===== src/rtl/clk_div_pkg.sv =====
// Shared constants and helpers for the multi-channel clock divider.
package clk_div_pkg;
  localparam int unsigned CNT_W_DEF   = 8;
  localparam int unsigned DEF_DIV_DEF = 18;

  function automatic int unsigned ch_idx_w(input int unsigned n);
    return (n > 1) ? $clog2(n) : 1;
  endfunction
endpackage


===== src/rtl/clk_div_if.sv =====
// Divisor write port: strobe, target channel and new half-period.
interface clk_div_if
  import clk_div_pkg::*;
#(
  parameter int unsigned NUM_CH = 4,
  parameter int unsigned CNT_W  = CNT_W_DEF
) ();
  localparam int unsigned IDX_W = ch_idx_w(NUM_CH);

  logic             wr_en;
  logic [IDX_W-1:0] wr_ch;
  logic [CNT_W-1:0] wr_div;

  modport master (output wr_en, output wr_ch, output wr_div);
  modport slave  (input  wr_en, input  wr_ch, input  wr_div);
endinterface


===== src/rtl/clk_div_ch.sv =====
// One divider channel: up-counter with shadowed divisor applied only at a
// completed half-period, restart on sync/disable.
module clk_div_ch
  import clk_div_pkg::*;
#(
  parameter int unsigned CNT_W   = CNT_W_DEF,
  parameter int unsigned DEF_DIV = DEF_DIV_DEF
) (
  input  logic             clk_in,
  input  logic             rst,
  input  logic             en,
  input  logic             sync,
  input  logic             wr_hit,
  input  logic [CNT_W-1:0] wr_div,
  output logic             clk_out,
  output logic             tick,
  output logic             pend
);
  localparam logic [CNT_W-1:0] DEF = CNT_W'(DEF_DIV);

  logic [CNT_W-1:0] cnt_q, cnt_d, act_q, act_d, shd_q, shd_d, d_eff;
  logic             pend_q, pend_d, clk_q, clk_d, tick_q, tick_d, term;

  always_comb begin
    d_eff  = (act_q == '0) ? CNT_W'(1) : act_q;
    term   = (cnt_q >= d_eff - CNT_W'(1));
    cnt_d  = cnt_q;
    act_d  = act_q;
    shd_d  = shd_q;
    pend_d = pend_q;
    clk_d  = clk_q;
    tick_d = 1'b0;
    if (sync || !en) begin
      // Phase restarts here, so a new divisor can be taken immediately.
      cnt_d  = '0;
      clk_d  = 1'b0;
      pend_d = 1'b0;
      if (wr_hit) begin
        act_d = wr_div;
        shd_d = wr_div;
      end else if (pend_q) begin
        act_d = shd_q;
      end
    end else if (term) begin
      cnt_d  = '0;
      clk_d  = ~clk_q;
      tick_d = 1'b1;
      pend_d = 1'b0;
      if (wr_hit)      act_d = wr_div;
      else if (pend_q) act_d = shd_q;
    end else begin
      cnt_d = cnt_q + CNT_W'(1);
      if (wr_hit) begin
        shd_d  = wr_div;
        pend_d = 1'b1;
      end
    end
  end

  always_ff @(posedge clk_in) begin
    if (!rst) begin
      cnt_q  <= '0;
      act_q  <= DEF;
      shd_q  <= DEF;
      pend_q <= 1'b0;
      clk_q  <= 1'b0;
      tick_q <= 1'b0;
    end else begin
      cnt_q  <= cnt_d;
      act_q  <= act_d;
      shd_q  <= shd_d;
      pend_q <= pend_d;
      clk_q  <= clk_d;
      tick_q <= tick_d;
    end
  end

  assign clk_out = clk_q;
  assign tick    = tick_q;
  assign pend    = pend_q;
endmodule


===== src/rtl/clk_div_multi.sv =====
// NUM_CH independent programmable clock dividers sharing one write port.
module clk_div_multi
  import clk_div_pkg::*;
#(
  parameter int unsigned NUM_CH  = 4,
  parameter int unsigned CNT_W   = CNT_W_DEF,
  parameter int unsigned DEF_DIV = DEF_DIV_DEF
) (
  input  logic              clk_in,
  input  logic              rst,
  input  logic [NUM_CH-1:0] en,
  input  logic              sync,
  clk_div_if.slave          wr,
  output logic [NUM_CH-1:0] clk_out,
  output logic [NUM_CH-1:0] tick,
  output logic [NUM_CH-1:0] pend
);
  localparam int unsigned IDX_W = ch_idx_w(NUM_CH);

  logic [NUM_CH-1:0] wr_hit;

  // Out-of-range indices match no channel and are dropped.
  always_comb begin
    wr_hit = '0;
    for (int unsigned i = 0; i < NUM_CH; i++) begin
      if (wr.wr_en && (wr.wr_ch == IDX_W'(i))) wr_hit[i] = 1'b1;
    end
  end

  for (genvar g = 0; g < NUM_CH; g++) begin : g_ch
    clk_div_ch #(
      .CNT_W  (CNT_W),
      .DEF_DIV(DEF_DIV)
    ) u_ch (
      .clk_in (clk_in),
      .rst    (rst),
      .en     (en[g]),
      .sync   (sync),
      .wr_hit (wr_hit[g]),
      .wr_div (wr.wr_div),
      .clk_out(clk_out[g]),
      .tick   (tick[g]),
      .pend   (pend[g])
    );
  end
endmodule


===== src/flat_wrapper.sv =====
// flat-port wrapper written by rule: the top's interface ports become plain ports
module clk_div_multi_flat import clk_div_pkg::*;
#(
  parameter int unsigned NUM_CH  = 4,
  parameter int unsigned CNT_W   = CNT_W_DEF,
  parameter int unsigned DEF_DIV = DEF_DIV_DEF
)
  (clk_in, rst, en, sync, clk_out, tick, pend, wr_wr_en, wr_wr_ch, wr_wr_div);
  clk_div_if #(.NUM_CH(NUM_CH), .CNT_W(CNT_W)) wr_i ();
  input  logic clk_in;
  input  logic rst;
  input  logic [NUM_CH-1:0] en;
  input  logic sync;
  output logic [NUM_CH-1:0] clk_out;
  output logic [NUM_CH-1:0] tick;
  output logic [NUM_CH-1:0] pend;
  input wire logic [$bits(wr_i.wr_en)-1:0] wr_wr_en;
  input wire logic [$bits(wr_i.wr_ch)-1:0] wr_wr_ch;
  input wire logic [$bits(wr_i.wr_div)-1:0] wr_wr_div;
  assign wr_i.wr_en = wr_wr_en;
  assign wr_i.wr_ch = wr_wr_ch;
  assign wr_i.wr_div = wr_wr_div;
  clk_div_multi #(.NUM_CH(NUM_CH), .CNT_W(CNT_W), .DEF_DIV(DEF_DIV)) u_core (.clk_in(clk_in), .rst(rst), .en(en), .sync(sync), .wr(wr_i), .clk_out(clk_out), .tick(tick), .pend(pend));
endmodule

===== config.mk =====
export PLATFORM = sky130hd
export DESIGN_NAME = clk_div_multi_flat
export DESIGN_NICKNAME = d
export VERILOG_FILES = /design/src/rtl/clk_div_pkg.sv /design/src/rtl/clk_div_if.sv /design/src/rtl/clk_div_ch.sv /design/src/rtl/clk_div_multi.sv /design/src/flat_wrapper.sv
export SDC_FILE = /design/constraint.sdc
export NUM_CORES = 1
export LEC_CHECK = 0
export CAP_MARGIN = 20
export CORE_ASPECT_RATIO = 1.75
export CORE_MARGIN = 2
export CORE_UTILIZATION = 55
export CTS_CLUSTER_DIAMETER = 100
export CTS_CLUSTER_SIZE = 30
export DETAILED_ROUTE_END_ITERATION = 10
export MAX_ROUTING_LAYER = met4
export PLACE_DENSITY = 0.74
export SLEW_MARGIN = 20
export SYNTH_ARGS = -nofsm -noshare
export SYNTH_HDL_FRONTEND = slang
export SYNTH_SLANG_ARGS = --single-unit

===== constraint.sdc =====
create_clock -name clk_in -period 4.1 [get_ports clk_in]
set_input_delay 0.82 -clock clk_in [delete_from_list [all_inputs] [get_ports clk_in]]
set_output_delay 0.82 -clock clk_in [all_outputs]
set_load 0.03 [all_outputs]

======== Yosys cells after proc, flatten, opt, wreduce, memory -nomap -nowiden ========
Index checks and enable logic that the tools add are counted.
operators by class
  eq/ne operators ......................... 7
  reductions and logical operators ........ 29
  $add $sub $neg .......................... 8
  bitwise operators ....................... 5
  mux-type cells .......................... 40
  order comparisons ....................... 4
operators with widths
  cell                                                                   number
  8-bit 2-to-1 mux                                                       32
  8-bit by 1-bit adder with 8-bit output, second input constant          4
  8-bit >= comparator                                                    4
  8-bit zero test                                                        4
  8-bit by 1-bit subtractor with 8-bit output, second input constant     4
  3-bit OR reduction                                                     4
  1-bit 2-to-1 mux                                                       8
  2-bit by 1-bit != test with 1-bit output, second input constant        4
  2-bit nonzero test                                                     4
  2-bit OR reduction                                                     4
  1-bit inverter                                                         5
  2-bit equality test, second input constant                             2
  1-bit logical AND                                                      4
  1-bit zero test                                                        4
  1-bit logical OR                                                       4
  2-bit by 1-bit equality test with 1-bit output, second input constant  1
  2-bit zero test                                                        1
word-level totals
  word-level logic and storage cells ...... 117
  flip-flop bits (word level) ............. 108
  input bits .............................. 18

======== Depth between registers and ports, before layout ========
  word-level depth ........................ 6
  depth in mapped cells ................... 14
  depth with buffers taken out ............ 13

======== Hierarchy ========
Synthesis repeated with hierarchy kept, for this count alone.
unflattened totals
  cells, all modules ...................... 661
  area total of the unflattened synthesis .. 5864.4 sq um
by module, submodules not included
  module                                cells each  area an instance (sq um)  times used
  clk_div_ch (u_core.g_ch[0].u_ch ...)  164         1457.6                    2
  clk_div_ch (u_core.g_ch[3].u_ch)      165         1462.7                    1
  clk_div_ch (u_core.g_ch[1].u_ch)      164         1448.9                    1
  clk_div_multi                         4           37.5                      1

======== Least setup slack after synthesis ========
No wires, ideal clock.
  path type ............................... register to register
  from .................................... register u_core.g_ch[2].u_ch.act_q[2]
  to ...................................... register u_core.g_ch[2].u_ch.act_q[4]
  setup slack ............................. 1101 ps
  stages on the path, launching flop included .. 14
  data required time ...................... 3977 ps
  data arrival time ....................... 2875 ps
  clock period less this slack ............ 2999 ps
  cells stage by stage .................... dfxtp_1 -> or4_1 -> nor3_1 -> a21oi_1 -> ha_1 -> inv_1 -> nor2_1 -> xnor2_1 -> ha_1 -> nand2_1 -> o211ai_1 -> a31oi_2 -> nor2_2 -> mux2_1
between the ends
  longest elaborated chain between the ends .. 5
ends and longest elaborated chain
  element                                          line              text
  start: declaration                               clk_div_ch.sv:21  logic [CNT_W-1:0] cnt_q, cnt_d, act_q, act_d, shd_q, shd_d, d_eff;
  start signal: assignment                         clk_div_ch.sv:70  act_q <= act_d;
  8-bit zero test                                  clk_div_ch.sv:25  d_eff = (act_q == '0) ? CNT_W'(1) : act_q;
  8-bit 2-to-1 mux (*)                             clk_div_ch.sv:25
  8-bit by 1-bit subtractor with 8-bit output (*)  clk_div_ch.sv:26  term = (cnt_q >= d_eff - CNT_W'(1));
  8-bit >= comparator (*)                          clk_div_ch.sv:26
  2-bit nonzero test (no line) (*)                 -
Every way passes the cells marked *; elsewhere a longest branch is shown, timed or not.
A chain may end at the register's enable or synchronous reset.

======== Worst setup path after layout ========
Ends and elaborated chain as after synthesis.

==> out/results.ini <==
[status]
status = finished clean

[routing]
wire_per_inst_um = 16.2
ant_nets = 0
routed_via_density = 5.78
via_count = 4622
drt_pass1_iterations = 5
drt_iter0_markers = 282
wl_mm = 12.9
drc = 0

[clocking]
clockRootBuffer = clkbuf_16
cts.repair.resized = 0
cts_buffers = 9
clock_sinks = 108
clk_pin_slew_worst_paths_ns = 0.07
post_cts_buffers = 0
htree_num_levels = 3
hold_buffers = 0
clockBufferDepth = 2
cts_tree = yes
clkLatencyLatePin_ns = 0.35

[global_route]
track_usage_pct = 24.8
antenna_found_initial = 0
grt_pass1_vias = 4623
overflow = 0
grt_pass1_wl_mm = 21.7
grt_max_degree = 54
gr-max-usage-layer = met2
use_met3_pct = 3.16
use_met1_pct = 26.8
grtUsageMet2_pct = 43.5

[die]
die_w_um = 81.8
fp.coreArea_um2 = 10300
start_util_pct = 56.5
row_count = 49
io_pins = 30
die_y_um = 140
die-area_um2 = 11500

[worst_setup_path]
worstReg2RegStart = u_core.g_ch[2].u_ch.act_q[2]
cp.depth = 13
setup.worst_path.end = u_core.g_ch[2].u_ch.act_q[4]
required_ns = 4.34
path_buf_inv = 1
rrSetupSlack_ns = 0.64
critical_path.endpoint_type = register
crit_fanout = 8
crit_chain = or4_1, nor3_1, a21oi_1, ha_1, inv_1, nor2_1, xnor2_1, ha_1, nand2_1, o211ai_1, a31oi_2, nor2_2, mux2_1
timing.critical_path.from = u_core.g_ch[2].u_ch.act_q[2]
crit_type = reg2reg
start_kind = register
worst_ep_arrival_time_ns = 3.70
slowest_stage = or4_1
ff2ff_path_depth = 13
cpPeakStageDelay_ns = 0.60
cp_common_cell = ha_1
timing.rr.end = u_core.g_ch[2].u_ch.act_q[4]
cp_top_family = simple AND/OR/NAND/NOR gates

[synthesis]
synth.top_cell.area_share_pct = 37.1
syn_nets = 714
ys_types = 59
synth_warnings = 0
synth.most_common_cell = dfxtp_1
ys_top_cells_by_count = dfxtp_1 (108), nor2_1 (93), nand2_1 (58), inv_1 (42)
yosysTopAreaCell = dfxtp_1
ys.flop_type = dfxtp_1
ys_ff_latch = 108
avgSynthCellArea_um2 = 8.88
synthesis.area_um2 = 5820
syn-instance-count = 656
synth_edf_count = 0
ys_seq_area_share_pct = 37.1
async_reset_ff_share_pct = 0
synth_top_cells_by_area = dfxtp_1 (37%), ha_1 (8.6%), mux2i_1 (6.9%), nor2_1 (6.0%), nand2_1 (3.7%)

[pwr]
switching_power_w = 0.000542
powerDensity_nw_per_um2 = 348
p_seq_share_pct = 49.4
combPwrFrac_pct = 10.2
peakVddDrop_mv = 0.247
p_int_w = 0.00170
power_frac_clock_pct = 40.4
leakage_nw = 2.47
sw_frac_of_total_pct = 24.2

[timing]
worstMarginPinSlew_ns = 0.600
max_slew_margin_pct = 60.0
rsz0062_at_grt = no
setup_viol = 0
finalCritPeriodShare_pct = 84.4
fmax_mhz = 289
setup_tns_ns = 0
report.final.slew_viol_count = 0
hold_violations = 0
fin_crit_ns = 3.46
finalClockSkew_ns = 0.00429

[worst_hold_path]
hold_start = u_core.g_ch[1].u_ch.shd_q[3]
hp-class = reg2reg

[job]
drv_cap = 0

[placed_design]
placed_cell_area_um2 = 6130
port-buffer-count = 29
hpwl_mm = 9.69
gp_routability_congestion = 0.858

[final_layout]
design_area_um2 = 6440
area_growth_syn_to_layout_pct = 10.6
fillCellCount = 891
nets = 727
drive_gt1_share_pct = 6.54
diodes = 0

-- state kept, by name, indices dropped and copies added (netlist names) --
signal,cells
u_core.g_ch.u_ch.tick,4
u_core.g_ch.u_ch.act_q,32
u_core.g_ch.u_ch.shd_q,32
u_core.g_ch.u_ch.clk_out,4
u_core.g_ch.u_ch.cnt_q,32
u_core.g_ch.u_ch.pend,4
-- cells by family after synthesis --
logic type,count (synthesis),synth area share [%]
mux,44,7.71
compound gates,100,14.5
buf+inv,75,5.82
simple gates,245,19.7
xor+xnor,44,6.62
fa+ha+maj,40,8.59
flops,108,37.1
-- worst min path at each step --
stage,cells past startpoint,slack (ns),to
floorplan,1,0.43,u_core.g_ch[3].u_ch.cnt_q[0]
global placement,1,0.44,u_core.g_ch[1].u_ch.cnt_q[0]
detailed placement,1,0.45,u_core.g_ch[1].u_ch.cnt_q[0]
CTS,2,0.46,u_core.g_ch[0].u_ch.shd_q[3]
global route,2,0.48,u_core.g_ch[3].u_ch.shd_q[0]
finish,2,0.46,u_core.g_ch[1].u_ch.shd_q[3]
-- worst register-to-register path, delay by kind of cell, from the launching register on --
family          cells  cell delay [ns]
xor+xnor            1             0.14
fa+ha+maj           2             0.54
flops               1             0.36
buf+inv             1             0.07
compound gates      3             0.54
simple gates        5             1.33
mux                 1             0.36
-- power groups by stage --
stage	sequential [W]	combinational (W)	clock, W
floorplan	0.00112	0.000162	0
finish	0.00111	0.000228	0.000906
detailed placement	0.00113	0.000227	0
global placement	0.00113	0.000219	0
CTS	0.00111	0.000229	0.000919
global route	0.00111	0.000254	0.000956
-- cell usage in the layout, fill, tap and decap left out, drive strengths merged, types with 4 or more instances in the layout --
cell	synthesis	layout
xnor2	24	24
and3	10	10
a31oi	28	28
inv	42	43
mux2	4	4
or2	4	4
buf	18	7
dfxtp	108	108
clkbuf	15	12
mux2i	40	40
nor4	6	6
o221a	24	24
xor2	20	20
ha	40	40
o21ai	7	7
nand2b	8	8
nor2	95	95
or3	4	4
o21a	5	5
a21oi	13	13
nor3	7	7
nand3	19	19
clkdlybuf4s50	0	28
nand2	58	58
nor2b	20	20
o31ai	4	4
-- per-stage QoR --
step | util, % | hold slack [ns] | setup slack [ns] | power, W | cells
floorplan | - | 0.426 | 1.10 | 0.00129 | 656
global placement | 59.5 | 0.436 | 0.737 | 0.00135 | 785
detailed placement | 59.5 | 0.449 | 0.662 | 0.00136 | 785
CTS | 62.5 | 0.462 | 0.629 | 0.00226 | 800
global route | 62.5 | 0.481 | 0.315 | 0.00232 | 800
finish | 62.5 | 0.462 | 0.640 | 0.00224 | 800
-- layout make-up --
class                           count  area [um^2]  area share, %
Tap cell                          127          159           2.47
Clock inverter                      3         43.8          0.680
Inverter                           42          158           2.45
Timing Repair Buffer               35          330           5.13
Sequential cell                   108         2160           33.6
Multi-Input combinational cell    473         3320           51.6
Clock buffer                       12          267           4.14
-- layer usage --
metal	share of wire (%)	vias up
met1	39	2195
met2	55	86
met4	3.0	0
li1	-	2312
met5	0	-
met3	2.8	29
(Power assumes the default switching activity.)
